$ cat src/rtl/axi_arbiter_pkg.sv
// Shared types and constants for the two-master AXI4 arbiter.
//   arb_state_t : grant FSM state (IDLE, IFU_RD, LSU_RD, LSU_WR)
//   BURST_*     : AXI burst type encodings
//   RESP_*      : AXI response encodings
package axi_arb_pkg;

   typedef enum logic [1:0] {
      IDLE   = 2'd0,
      IFU_RD = 2'd1,
      LSU_RD = 2'd2,
      LSU_WR = 2'd3
   } arb_state_t;

   localparam logic [1:0] BURST_INCR  = 2'b01;
   localparam logic [1:0] RESP_OKAY   = 2'b00;
   localparam logic [1:0] RESP_SLVERR = 2'b10;

endpackage

$ cat src/rtl/axi_arbiter_if.sv
// AXI4 channel bundle (AR, R, AW, W, B).
//   master   : view of the side that issues requests (drives AR/AW/W valids)
//   slave    : view of the side that accepts requests (drives readies, R, B)
//   rd_slave : slave view restricted to the read channels (read-only masters)
interface axi_arbiter_if #(
   parameter int ADDR_W = 32,
   parameter int DATA_W = 32,
   parameter int ID_W   = 4
) ();

   logic [ADDR_W-1:0]   araddr;
   logic                arvalid;
   logic                arready;
   logic [ID_W-1:0]     arid;
   logic [7:0]          arlen;
   logic [2:0]          arsize;
   logic [1:0]          arburst;

   logic [DATA_W-1:0]   rdata;
   logic [1:0]          rresp;
   logic                rvalid;
   logic                rready;
   logic [ID_W-1:0]     rid;
   logic                rlast;

   logic [ADDR_W-1:0]   awaddr;
   logic                awvalid;
   logic                awready;
   logic [ID_W-1:0]     awid;
   logic [7:0]          awlen;
   logic [2:0]          awsize;
   logic [1:0]          awburst;

   logic [DATA_W-1:0]   wdata;
   logic [DATA_W/8-1:0] wstrb;
   logic                wlast;
   logic                wvalid;
   logic                wready;

   logic [1:0]          bresp;
   logic                bvalid;
   logic                bready;
   logic [ID_W-1:0]     bid;

   modport master (
      output araddr, arvalid, arid, arlen, arsize, arburst,
      input  arready,
      input  rdata, rresp, rvalid, rid, rlast,
      output rready,
      output awaddr, awvalid, awid, awlen, awsize, awburst,
      input  awready,
      output wdata, wstrb, wlast, wvalid,
      input  wready,
      input  bresp, bvalid, bid,
      output bready
   );

   modport slave (
      input  araddr, arvalid, arid, arlen, arsize, arburst,
      output arready,
      output rdata, rresp, rvalid, rid, rlast,
      input  rready,
      input  awaddr, awvalid, awid, awlen, awsize, awburst,
      output awready,
      input  wdata, wstrb, wlast, wvalid,
      output wready,
      output bresp, bvalid, bid,
      input  bready
   );

   modport rd_slave (
      input  araddr, arvalid, arid, arlen, arsize, arburst,
      output arready,
      output rdata, rresp, rvalid, rid, rlast,
      input  rready
   );

endinterface

$ cat src/rtl/axi_arbiter.sv
// Two-master (IFU read-only, LSU read/write) to one-slave AXI4 arbiter.
// Fixed priority LSU write > LSU read > IFU read, one transaction in flight,
// channels forwarded combinationally once granted.
// Ports:
//   clock, reset : core clock, synchronous active-high reset
//   ifu          : IFU read channels (AR/R), arbiter is the slave
//   lsu          : LSU AR/R/AW/W/B channels, arbiter is the slave
//   s            : SoC slave port, arbiter is the master
module axi_arbiter
   import axi_arb_pkg::*;
#(
   parameter int ADDR_W = 32,
   parameter int DATA_W = 32,
   parameter int ID_W   = 4
) (
   input  logic            clock,
   input  logic            reset,
   axi_arbiter_if.rd_slave ifu,
   axi_arbiter_if.slave    lsu,
   axi_arbiter_if.master   s
);

   arb_state_t        state, state_next;
   logic              addr_acc, addr_acc_next;

   logic              rd_active, rd_lsu, wr_active;
   logic [ADDR_W-1:0] m_araddr;
   logic [ID_W-1:0]   m_arid;
   logic [7:0]        m_arlen;
   logic [2:0]        m_arsize;
   logic [1:0]        m_arburst;
   logic              m_arvalid;
   logic              m_rready;
   logic [DATA_W-1:0] r_data;
   logic              ar_hs, aw_hs, r_last_hs, b_hs;

   assign rd_active = (state == IFU_RD) || (state == LSU_RD);
   assign rd_lsu    = (state == LSU_RD);
   assign wr_active = (state == LSU_WR);

   // Both read states share the same routing; only the source bundle differs.
   always_comb begin
      m_araddr  = rd_lsu ? lsu.araddr  : ifu.araddr;
      m_arid    = rd_lsu ? lsu.arid    : ifu.arid;
      m_arlen   = rd_lsu ? lsu.arlen   : ifu.arlen;
      m_arsize  = rd_lsu ? lsu.arsize  : ifu.arsize;
      m_arburst = rd_lsu ? lsu.arburst : ifu.arburst;
      m_arvalid = rd_lsu ? lsu.arvalid : ifu.arvalid;
      m_rready  = rd_lsu ? lsu.rready  : ifu.rready;
   end

   assign r_data = rd_active ? s.rdata : '0;

   // Handshakes are formed from the sources so the output block stays loop-free.
   // addr_acc masks the address valid so a held master valid cannot re-issue.
   assign ar_hs     = rd_active & m_arvalid & ~addr_acc & s.arready;
   assign aw_hs     = wr_active & lsu.awvalid & ~addr_acc & s.awready;
   assign r_last_hs = rd_active & s.rvalid & m_rready & s.rlast;
   assign b_hs      = wr_active & s.bvalid & lsu.bready;

   always_ff @(posedge clock) begin
      if (reset) begin
         state    <= IDLE;
         addr_acc <= 1'b0;
      end else begin
         state    <= state_next;
         addr_acc <= addr_acc_next;
      end
   end

   always_comb begin
      state_next    = state;
      addr_acc_next = addr_acc;
      case (state)
         IDLE: begin
            addr_acc_next = 1'b0;
            if (lsu.awvalid)      state_next = LSU_WR;
            else if (lsu.arvalid) state_next = LSU_RD;
            else if (ifu.arvalid) state_next = IFU_RD;
         end
         IFU_RD, LSU_RD: begin
            if (ar_hs) addr_acc_next = 1'b1;
            if (r_last_hs) begin
               state_next    = IDLE;
               addr_acc_next = 1'b0;
            end
         end
         LSU_WR: begin
            if (aw_hs) addr_acc_next = 1'b1;
            if (b_hs) begin
               state_next    = IDLE;
               addr_acc_next = 1'b0;
            end
         end
         default: begin
            state_next    = IDLE;
            addr_acc_next = 1'b0;
         end
      endcase
   end

   always_comb begin
      s.araddr    = '0;
      s.arvalid   = 1'b0;
      s.arid      = '0;
      s.arlen     = '0;
      s.arsize    = '0;
      s.arburst   = '0;
      s.rready    = 1'b0;
      s.awaddr    = '0;
      s.awvalid   = 1'b0;
      s.awid      = '0;
      s.awlen     = '0;
      s.awsize    = '0;
      s.awburst   = '0;
      s.wdata     = '0;
      s.wstrb     = '0;
      s.wlast     = 1'b0;
      s.wvalid    = 1'b0;
      s.bready    = 1'b0;
      ifu.arready = 1'b0;
      ifu.rdata   = '0;
      ifu.rresp   = '0;
      ifu.rvalid  = 1'b0;
      ifu.rid     = '0;
      ifu.rlast   = 1'b0;
      lsu.arready = 1'b0;
      lsu.rdata   = '0;
      lsu.rresp   = '0;
      lsu.rvalid  = 1'b0;
      lsu.rid     = '0;
      lsu.rlast   = 1'b0;
      lsu.awready = 1'b0;
      lsu.wready  = 1'b0;
      lsu.bresp   = '0;
      lsu.bvalid  = 1'b0;
      lsu.bid     = '0;

      if (rd_active) begin
         s.araddr  = m_araddr;
         s.arvalid = m_arvalid & ~addr_acc;
         s.arid    = m_arid;
         s.arlen   = m_arlen;
         s.arsize  = m_arsize;
         s.arburst = m_arburst;
         s.rready  = m_rready;
         if (rd_lsu) begin
            lsu.arready = s.arready & ~addr_acc;
            lsu.rdata   = r_data;
            lsu.rresp   = s.rresp;
            lsu.rvalid  = s.rvalid;
            lsu.rid     = s.rid;
            lsu.rlast   = s.rlast;
         end else begin
            ifu.arready = s.arready & ~addr_acc;
            ifu.rdata   = r_data;
            ifu.rresp   = s.rresp;
            ifu.rvalid  = s.rvalid;
            ifu.rid     = s.rid;
            ifu.rlast   = s.rlast;
         end
      end

      // AW and W are independent: either may be accepted first.
      if (wr_active) begin
         s.awaddr    = lsu.awaddr;
         s.awvalid   = lsu.awvalid & ~addr_acc;
         s.awid      = lsu.awid;
         s.awlen     = lsu.awlen;
         s.awsize    = lsu.awsize;
         s.awburst   = lsu.awburst;
         lsu.awready = s.awready & ~addr_acc;
         s.wdata     = lsu.wdata;
         s.wstrb     = lsu.wstrb;
         s.wlast     = lsu.wlast;
         s.wvalid    = lsu.wvalid;
         lsu.wready  = s.wready;
         lsu.bresp   = s.bresp;
         lsu.bvalid  = s.bvalid;
         lsu.bid     = s.bid;
         s.bready    = lsu.bready;
      end
   end

endmodule

$ cat src/flat_wrapper.sv
// flat-port wrapper written by rule: the top's interface ports become plain ports
module axi_arbiter_flat import axi_arb_pkg::*;
#(
   parameter int ADDR_W = 32,
   parameter int DATA_W = 32,
   parameter int ID_W   = 4
)
  (clock, reset, ifu_araddr, ifu_arvalid, ifu_arid, ifu_arlen, ifu_arsize, ifu_arburst, ifu_arready, ifu_rdata, ifu_rresp, ifu_rvalid, ifu_rid, ifu_rlast, ifu_rready, lsu_araddr, lsu_arvalid, lsu_arid, lsu_arlen, lsu_arsize, lsu_arburst, lsu_arready, lsu_rdata, lsu_rresp, lsu_rvalid, lsu_rid, lsu_rlast, lsu_rready, lsu_awaddr, lsu_awvalid, lsu_awid, lsu_awlen, lsu_awsize, lsu_awburst, lsu_awready, lsu_wdata, lsu_wstrb, lsu_wlast, lsu_wvalid, lsu_wready, lsu_bresp, lsu_bvalid, lsu_bid, lsu_bready, s_araddr, s_arvalid, s_arid, s_arlen, s_arsize, s_arburst, s_arready, s_rdata, s_rresp, s_rvalid, s_rid, s_rlast, s_rready, s_awaddr, s_awvalid, s_awid, s_awlen, s_awsize, s_awburst, s_awready, s_wdata, s_wstrb, s_wlast, s_wvalid, s_wready, s_bresp, s_bvalid, s_bid, s_bready);
  axi_arbiter_if #(.ADDR_W(ADDR_W), .DATA_W(DATA_W), .ID_W(ID_W)) ifu_i ();
  axi_arbiter_if #(.ADDR_W(ADDR_W), .DATA_W(DATA_W), .ID_W(ID_W)) lsu_i ();
  axi_arbiter_if #(.ADDR_W(ADDR_W), .DATA_W(DATA_W), .ID_W(ID_W)) s_i ();
  input  logic clock;
  input  logic reset;
  input wire logic [$bits(ifu_i.araddr)-1:0] ifu_araddr;
  input wire logic [$bits(ifu_i.arvalid)-1:0] ifu_arvalid;
  input wire logic [$bits(ifu_i.arid)-1:0] ifu_arid;
  input wire logic [$bits(ifu_i.arlen)-1:0] ifu_arlen;
  input wire logic [$bits(ifu_i.arsize)-1:0] ifu_arsize;
  input wire logic [$bits(ifu_i.arburst)-1:0] ifu_arburst;
  output wire logic [$bits(ifu_i.arready)-1:0] ifu_arready;
  output wire logic [$bits(ifu_i.rdata)-1:0] ifu_rdata;
  output wire logic [$bits(ifu_i.rresp)-1:0] ifu_rresp;
  output wire logic [$bits(ifu_i.rvalid)-1:0] ifu_rvalid;
  output wire logic [$bits(ifu_i.rid)-1:0] ifu_rid;
  output wire logic [$bits(ifu_i.rlast)-1:0] ifu_rlast;
  input wire logic [$bits(ifu_i.rready)-1:0] ifu_rready;
  input wire logic [$bits(lsu_i.araddr)-1:0] lsu_araddr;
  input wire logic [$bits(lsu_i.arvalid)-1:0] lsu_arvalid;
  input wire logic [$bits(lsu_i.arid)-1:0] lsu_arid;
  input wire logic [$bits(lsu_i.arlen)-1:0] lsu_arlen;
  input wire logic [$bits(lsu_i.arsize)-1:0] lsu_arsize;
  input wire logic [$bits(lsu_i.arburst)-1:0] lsu_arburst;
  output wire logic [$bits(lsu_i.arready)-1:0] lsu_arready;
  output wire logic [$bits(lsu_i.rdata)-1:0] lsu_rdata;
  output wire logic [$bits(lsu_i.rresp)-1:0] lsu_rresp;
  output wire logic [$bits(lsu_i.rvalid)-1:0] lsu_rvalid;
  output wire logic [$bits(lsu_i.rid)-1:0] lsu_rid;
  output wire logic [$bits(lsu_i.rlast)-1:0] lsu_rlast;
  input wire logic [$bits(lsu_i.rready)-1:0] lsu_rready;
  input wire logic [$bits(lsu_i.awaddr)-1:0] lsu_awaddr;
  input wire logic [$bits(lsu_i.awvalid)-1:0] lsu_awvalid;
  input wire logic [$bits(lsu_i.awid)-1:0] lsu_awid;
  input wire logic [$bits(lsu_i.awlen)-1:0] lsu_awlen;
  input wire logic [$bits(lsu_i.awsize)-1:0] lsu_awsize;
  input wire logic [$bits(lsu_i.awburst)-1:0] lsu_awburst;
  output wire logic [$bits(lsu_i.awready)-1:0] lsu_awready;
  input wire logic [$bits(lsu_i.wdata)-1:0] lsu_wdata;
  input wire logic [$bits(lsu_i.wstrb)-1:0] lsu_wstrb;
  input wire logic [$bits(lsu_i.wlast)-1:0] lsu_wlast;
  input wire logic [$bits(lsu_i.wvalid)-1:0] lsu_wvalid;
  output wire logic [$bits(lsu_i.wready)-1:0] lsu_wready;
  output wire logic [$bits(lsu_i.bresp)-1:0] lsu_bresp;
  output wire logic [$bits(lsu_i.bvalid)-1:0] lsu_bvalid;
  output wire logic [$bits(lsu_i.bid)-1:0] lsu_bid;
  input wire logic [$bits(lsu_i.bready)-1:0] lsu_bready;
  output wire logic [$bits(s_i.araddr)-1:0] s_araddr;
  output wire logic [$bits(s_i.arvalid)-1:0] s_arvalid;
  output wire logic [$bits(s_i.arid)-1:0] s_arid;
  output wire logic [$bits(s_i.arlen)-1:0] s_arlen;
  output wire logic [$bits(s_i.arsize)-1:0] s_arsize;
  output wire logic [$bits(s_i.arburst)-1:0] s_arburst;
  input wire logic [$bits(s_i.arready)-1:0] s_arready;
  input wire logic [$bits(s_i.rdata)-1:0] s_rdata;
  input wire logic [$bits(s_i.rresp)-1:0] s_rresp;
  input wire logic [$bits(s_i.rvalid)-1:0] s_rvalid;
  input wire logic [$bits(s_i.rid)-1:0] s_rid;
  input wire logic [$bits(s_i.rlast)-1:0] s_rlast;
  output wire logic [$bits(s_i.rready)-1:0] s_rready;
  output wire logic [$bits(s_i.awaddr)-1:0] s_awaddr;
  output wire logic [$bits(s_i.awvalid)-1:0] s_awvalid;
  output wire logic [$bits(s_i.awid)-1:0] s_awid;
  output wire logic [$bits(s_i.awlen)-1:0] s_awlen;
  output wire logic [$bits(s_i.awsize)-1:0] s_awsize;
  output wire logic [$bits(s_i.awburst)-1:0] s_awburst;
  input wire logic [$bits(s_i.awready)-1:0] s_awready;
  output wire logic [$bits(s_i.wdata)-1:0] s_wdata;
  output wire logic [$bits(s_i.wstrb)-1:0] s_wstrb;
  output wire logic [$bits(s_i.wlast)-1:0] s_wlast;
  output wire logic [$bits(s_i.wvalid)-1:0] s_wvalid;
  input wire logic [$bits(s_i.wready)-1:0] s_wready;
  input wire logic [$bits(s_i.bresp)-1:0] s_bresp;
  input wire logic [$bits(s_i.bvalid)-1:0] s_bvalid;
  input wire logic [$bits(s_i.bid)-1:0] s_bid;
  output wire logic [$bits(s_i.bready)-1:0] s_bready;
  assign ifu_i.araddr = ifu_araddr;
  assign ifu_i.arvalid = ifu_arvalid;
  assign ifu_i.arid = ifu_arid;
  assign ifu_i.arlen = ifu_arlen;
  assign ifu_i.arsize = ifu_arsize;
  assign ifu_i.arburst = ifu_arburst;
  assign ifu_arready = ifu_i.arready;
  assign ifu_rdata = ifu_i.rdata;
  assign ifu_rresp = ifu_i.rresp;
  assign ifu_rvalid = ifu_i.rvalid;
  assign ifu_rid = ifu_i.rid;
  assign ifu_rlast = ifu_i.rlast;
  assign ifu_i.rready = ifu_rready;
  assign lsu_i.araddr = lsu_araddr;
  assign lsu_i.arvalid = lsu_arvalid;
  assign lsu_i.arid = lsu_arid;
  assign lsu_i.arlen = lsu_arlen;
  assign lsu_i.arsize = lsu_arsize;
  assign lsu_i.arburst = lsu_arburst;
  assign lsu_arready = lsu_i.arready;
  assign lsu_rdata = lsu_i.rdata;
  assign lsu_rresp = lsu_i.rresp;
  assign lsu_rvalid = lsu_i.rvalid;
  assign lsu_rid = lsu_i.rid;
  assign lsu_rlast = lsu_i.rlast;
  assign lsu_i.rready = lsu_rready;
  assign lsu_i.awaddr = lsu_awaddr;
  assign lsu_i.awvalid = lsu_awvalid;
  assign lsu_i.awid = lsu_awid;
  assign lsu_i.awlen = lsu_awlen;
  assign lsu_i.awsize = lsu_awsize;
  assign lsu_i.awburst = lsu_awburst;
  assign lsu_awready = lsu_i.awready;
  assign lsu_i.wdata = lsu_wdata;
  assign lsu_i.wstrb = lsu_wstrb;
  assign lsu_i.wlast = lsu_wlast;
  assign lsu_i.wvalid = lsu_wvalid;
  assign lsu_wready = lsu_i.wready;
  assign lsu_bresp = lsu_i.bresp;
  assign lsu_bvalid = lsu_i.bvalid;
  assign lsu_bid = lsu_i.bid;
  assign lsu_i.bready = lsu_bready;
  assign s_araddr = s_i.araddr;
  assign s_arvalid = s_i.arvalid;
  assign s_arid = s_i.arid;
  assign s_arlen = s_i.arlen;
  assign s_arsize = s_i.arsize;
  assign s_arburst = s_i.arburst;
  assign s_i.arready = s_arready;
  assign s_i.rdata = s_rdata;
  assign s_i.rresp = s_rresp;
  assign s_i.rvalid = s_rvalid;
  assign s_i.rid = s_rid;
  assign s_i.rlast = s_rlast;
  assign s_rready = s_i.rready;
  assign s_awaddr = s_i.awaddr;
  assign s_awvalid = s_i.awvalid;
  assign s_awid = s_i.awid;
  assign s_awlen = s_i.awlen;
  assign s_awsize = s_i.awsize;
  assign s_awburst = s_i.awburst;
  assign s_i.awready = s_awready;
  assign s_wdata = s_i.wdata;
  assign s_wstrb = s_i.wstrb;
  assign s_wlast = s_i.wlast;
  assign s_wvalid = s_i.wvalid;
  assign s_i.wready = s_wready;
  assign s_i.bresp = s_bresp;
  assign s_i.bvalid = s_bvalid;
  assign s_i.bid = s_bid;
  assign s_bready = s_i.bready;
  axi_arbiter #(.ADDR_W(ADDR_W), .DATA_W(DATA_W), .ID_W(ID_W)) u_core (.clock(clock), .reset(reset), .ifu(ifu_i), .lsu(lsu_i), .s(s_i));
endmodule
$ cat config.mk
export PLATFORM = sky130hd
export DESIGN_NAME = axi_arbiter_flat
export DESIGN_NICKNAME = d
export VERILOG_FILES = /design/src/rtl/axi_arbiter_pkg.sv /design/src/rtl/axi_arbiter_if.sv /design/src/rtl/axi_arbiter.sv /design/src/flat_wrapper.sv
export SDC_FILE = /design/constraint.sdc
export NUM_CORES = 1
export LEC_CHECK = 0
export CAP_MARGIN = 5
export CORE_AREA = 2 2 183 185
export CTS_CLUSTER_DIAMETER = 120
export CTS_CLUSTER_SIZE = 40
export DETAILED_ROUTE_END_ITERATION = 8
export DIE_AREA = 0 0 185 187
export GPL_TIMING_DRIVEN = 0
export MAX_ROUTING_LAYER = met4
export SYNTH_ARGS = -nofsm -noshare
export SYNTH_HDL_FRONTEND = slang
export SYNTH_SLANG_ARGS = --single-unit
$ cat constraint.sdc
create_clock -name clock -period 2.2 [get_ports clock]
set_clock_uncertainty 0.05 [all_clocks]
set_input_delay 0.33 -clock clock [delete_from_list [all_inputs] [get_ports clock]]
set_output_delay 0.33 -clock clock [all_outputs]
set_load 0.05 [all_outputs]
==> load_flow_metrics.sql <==
INSERT INTO impl_metrics (metric_group, metric, value, unit) VALUES
('setup_path', 'crit_arrival', '1.80', 'ns'),
('synthesis', 'synth.avg_cell_area', '6.72', 'sq um'),
('floorplan', 'num_rows', '67', ''),
('floorplan', 'floorplan.io_pins', '474', ''),
('drt', 'drt-total-wl', '19300', 'um'),
('power_and_ir_drop', 'power.static_leakage', '3.56', 'nW'),
('timing', 'worst_pin_slew', '0.524', 'ns'),
('setup_path', 'critPathLaunchType', 'flip-flop', ''),
('setup_path', 'critPathRequiredTime', '1.82', 'ns'),
('final_layout', 'layout_area_growth_over_synthesis', '237', '%'),
('synthesis', 'syn_nets', '598', ''),
('clocking', 'clock_latency_on_the_worst_skew_pair', '0.23', 'ns'),
('timing', 'setup_violations', '0', ''),
('drt', 'wl_per_cell', '15.0', 'um'),
('synthesis', 'synth_seq_area_share', '2.55', '%'),
('final_layout', 'post_route_cells_drive_above_1_share', '39.9', '%'),
('final_layout', 'layoutNonFillerInstCount', '1286', ''),
('clocking', 'buffer_levels_on_the_longest_clock_path', '2', ''),
('clocking', 'cts_hold_buf', '0', ''),
('flow_run', 'count_of_maximum_capacitance_violations', '0', ''),
('drt', 'post-route-drc-count', '0', ''),
('worst_hold_path', 'timing.hold.worst.class', 'flip-flop to flip-flop', ''),
('clocking', 'cts_tree', 'done', ''),
('floorplan', 'floorplan.die_area', '34600', 'sq um'),
('floorplan', 'floorplan.die.height', '187', 'um'),
('synthesis', 'ys_seq_elements', '3', ''),
('final_layout', 'antennaDiodeCount', '0', ''),
('global_route', 'grt_pass1_wl', '26100', 'um'),
('drt', 'vias', '4310', ''),
('timing', 'worst_slew_margin_rel', '64.1', '%'),
('synthesis', 'syn-cell-area', '2360', 'sq um'),
('timing', 'finalHoldViolCount', '0', ''),
('synthesis', 'ys_types', '24', ''),
('clocking', 'clock_sinks', '3', ''),
('drt', 'viasPerCell', '3.35', ''),
('floorplan', 'initial_utilization', '7.18', '%'),
('timing', 'rsz0062_at_grt', 'yes', ''),
('final_layout', 'num-nets-final', '1086', ''),
('drt', 'postRouteAntennaNets', '0', ''),
('floorplan', 'design.core.area', '32900', 'sq um'),
('timing', 'post-route-worst-setup-slack', '0.0172', 'ns'),
('setup_path', 'critPathMaxFanout', '10', ''),
('setup_path', 'critPathKind', 'flip-flop to output pin', ''),
('final_layout', 'layout_common_cells', 'sky130_fd_sc_hd__clkdlybuf4s50_1 (242), sky130_fd_sc_hd__and2_1 (133), sky130_fd_sc_hd__buf_6 (67), sky130_fd_sc_hd__buf_4 (67), sky130_fd_sc_hd__clkbuf_2 (47)', ''),
('power_and_ir_drop', 'p_per_area', '1550', 'nW/um^2'),
('global_route', 'antenna_found_initial', '1', ''),
('placed_design', 'dpl_worst_slack', '-1.50', 'ns'),
('global_route', 'grt.total_usage', '10.3', '%'),
('setup_path', 'type_of_destination_of_the_critical_path', 'output pin', ''),
('final_layout', 'fill_cells', '3628', ''),
('clocking', 'worst_setup_hold_path_clk_slew', '0.03', 'ns'),
('final_layout', 'register_area', '67.6', 'sq um'),
('global_route', 'grt_remaining_overflow', '0', ''),
('clocking', 'htree_num_levels', '1', ''),
('drt', 'drt_first_pass_iters', '4', ''),
('global_route', 'number_of_global_route_vias_before_repair', '4374', ''),
('run_status', 'run_status', 'finished clean', ''),
('clocking', 'cts_made_buffers', '3', ''),
('final_layout', 'multiInputGateArea', '2430', 'sq um'),
('placed_design', 'place_hpwl', '16500', 'um'),
('timing', 'timing.fmax', '458', 'MHz'),
('timing', 'finalCriticalPeriod', '2.18', 'ns'),
('synthesis', 'ys.warnings.count', '0', ''),
('power_and_ir_drop', 'worst_ir_drop_vdd', '1.10', 'mV'),
('synthesis', 'syn_inst', '351', ''),
('final_layout', 'layout_commonest_cell', 'sky130_fd_sc_hd__clkdlybuf4s50_1', ''),
('floorplan', 'die_x', '185', 'um'),
('drt', 'drt_first_iter_violations', '37', ''),
('timing', 'setup_total_negative_slack', '0', 'ns'),
('global_route', 'grt_start_max_net_pins', '11', ''),
('timing', 'report.final.slew_viol_count', '0', ''),
('clocking', 'cts.root.buffer_cell', 'sky130_fd_sc_hd__clkbuf_16', ''),
('placed_design', 'numPortBuffers', '473', ''),
('placed_design', 'place_congestion', '0.800', ''),
('placed_design', 'count_of_placed_standard_cells_including_taps', '1272', ''),
('timing', 'min_period_over_period', '99.2', '%');
[Yosys cell counts, drive strengths merged]
master	n	area (sq um)
o21ai	5	25.0
or3	1	6.26
o211ai	1	7.51
dfxtp	3	60.1
inv	4	15.0
mux2i	51	510
nor3b	2	15.0
a211oi	1	7.51
a21boi	2	15.0
clkbuf	29	109
a21oi	3	15.0
ha	4	50.1
nor2	1	3.75
nor3	2	10.0
nand2b	1	6.26
nand2	3	11.3
buf	6	30.0
nor2b	52	325
and3b	2	17.5
nor4b	1	8.76
a211o	1	8.76
and3	40	250
and2	136	851
[cells by family (layout without fill, tap and decap cells)]
family	Yosys count	count (layout)	share of synthesized area [%]
AOI/OAI and AO/OA	13	13	3.34
adders and majority gates	4	4	2.12
buffers and inverters	39	526	6.52
DFF	3	3	2.55
muxes	51	51	21.6
and+or+nand+nor	241	241	63.8
[registers in the layout, indices dropped and copies added (netlist names)]
signal / flops
u_core.state: 2
u_core.addr_acc: 1
[worst paths after layout]
path                    from              end  slack (ns)  depth (start not counted)
min reg2reg  u_core.state[0]  u_core.state[0]        0.47                          2
max          u_core.state[1]     s_araddr[18]        0.02                          7
max reg2reg  u_core.state[0]  u_core.state[0]        0.26                          7
min          u_core.state[0]  u_core.state[0]        0.47                          2
[power by group]
group | switching [mW] | internal (mW) | leakage, nW
registers | 0.0467 | 0.0926 | 0.0260
logic | 7.27 | 4.66 | 3.49
clock network | 0.0558 | 0.240 | 0.0382
[final cells by class]
class	instances	area share, %
clock buffers	4	0.991
well taps	448	7.05
multi-input cells	309	30.5
flip-flops and latches	3	0.850
inverters	4	0.220
repair buffers	484	56.6
plain buffers	34	3.79
[metal layers]
layer / global-route usage [%] / routed length [um] / part of all wire, % / up-vias
met5: - / 0 / 0 / -
met3: 1.25 / 1510 / 7.8 / 12
met1: 10.8 / 7390 / 38 / 1904
met4: 2.17 / 311 / 1.6 / 0
met2: 20.2 / 10100 / 52 / 279
li1: - / - / - / 2115
[critical path, stage by stage, from the launching register on]
cell                        delay, ns
sky130_fd_sc_hd__dfxtp_4         0.39
sky130_fd_sc_hd__inv_4           0.05
sky130_fd_sc_hd__ha_4            0.30
sky130_fd_sc_hd__buf_6           0.12
sky130_fd_sc_hd__clkbuf_16       0.15
sky130_fd_sc_hd__clkbuf_8        0.17
sky130_fd_sc_hd__nor2b_4         0.20
sky130_fd_sc_hd__buf_6           0.18
[stage by stage]
step / utilization, % / power (mW) / area [sq um] / hold slack (ns)
final: 24.2 / 12.4 / 7950 / 0.469
after detailed placement: 23.7 / 10.9 / 7790 / 0.452
after floorplan: - / 7.07 / 2490 / 0.349
after global routing: 24.2 / 13.0 / 7950 / 0.521
after global placement: 23.7 / 10.8 / 7790 / 0.445
after CTS: 24.4 / 12.0 / 8030 / 0.469
[repair_timing]
item | 4_1_cts | 5_1_grt
buffers inserted | 5 | 5
setup endpoints to repair | 232 | 185
gates resized for setup | 1119 | 171
pin swaps | 2 | 3
gates cloned | 1 | 1
Note: power is estimated with default switching activity, not from simulation.
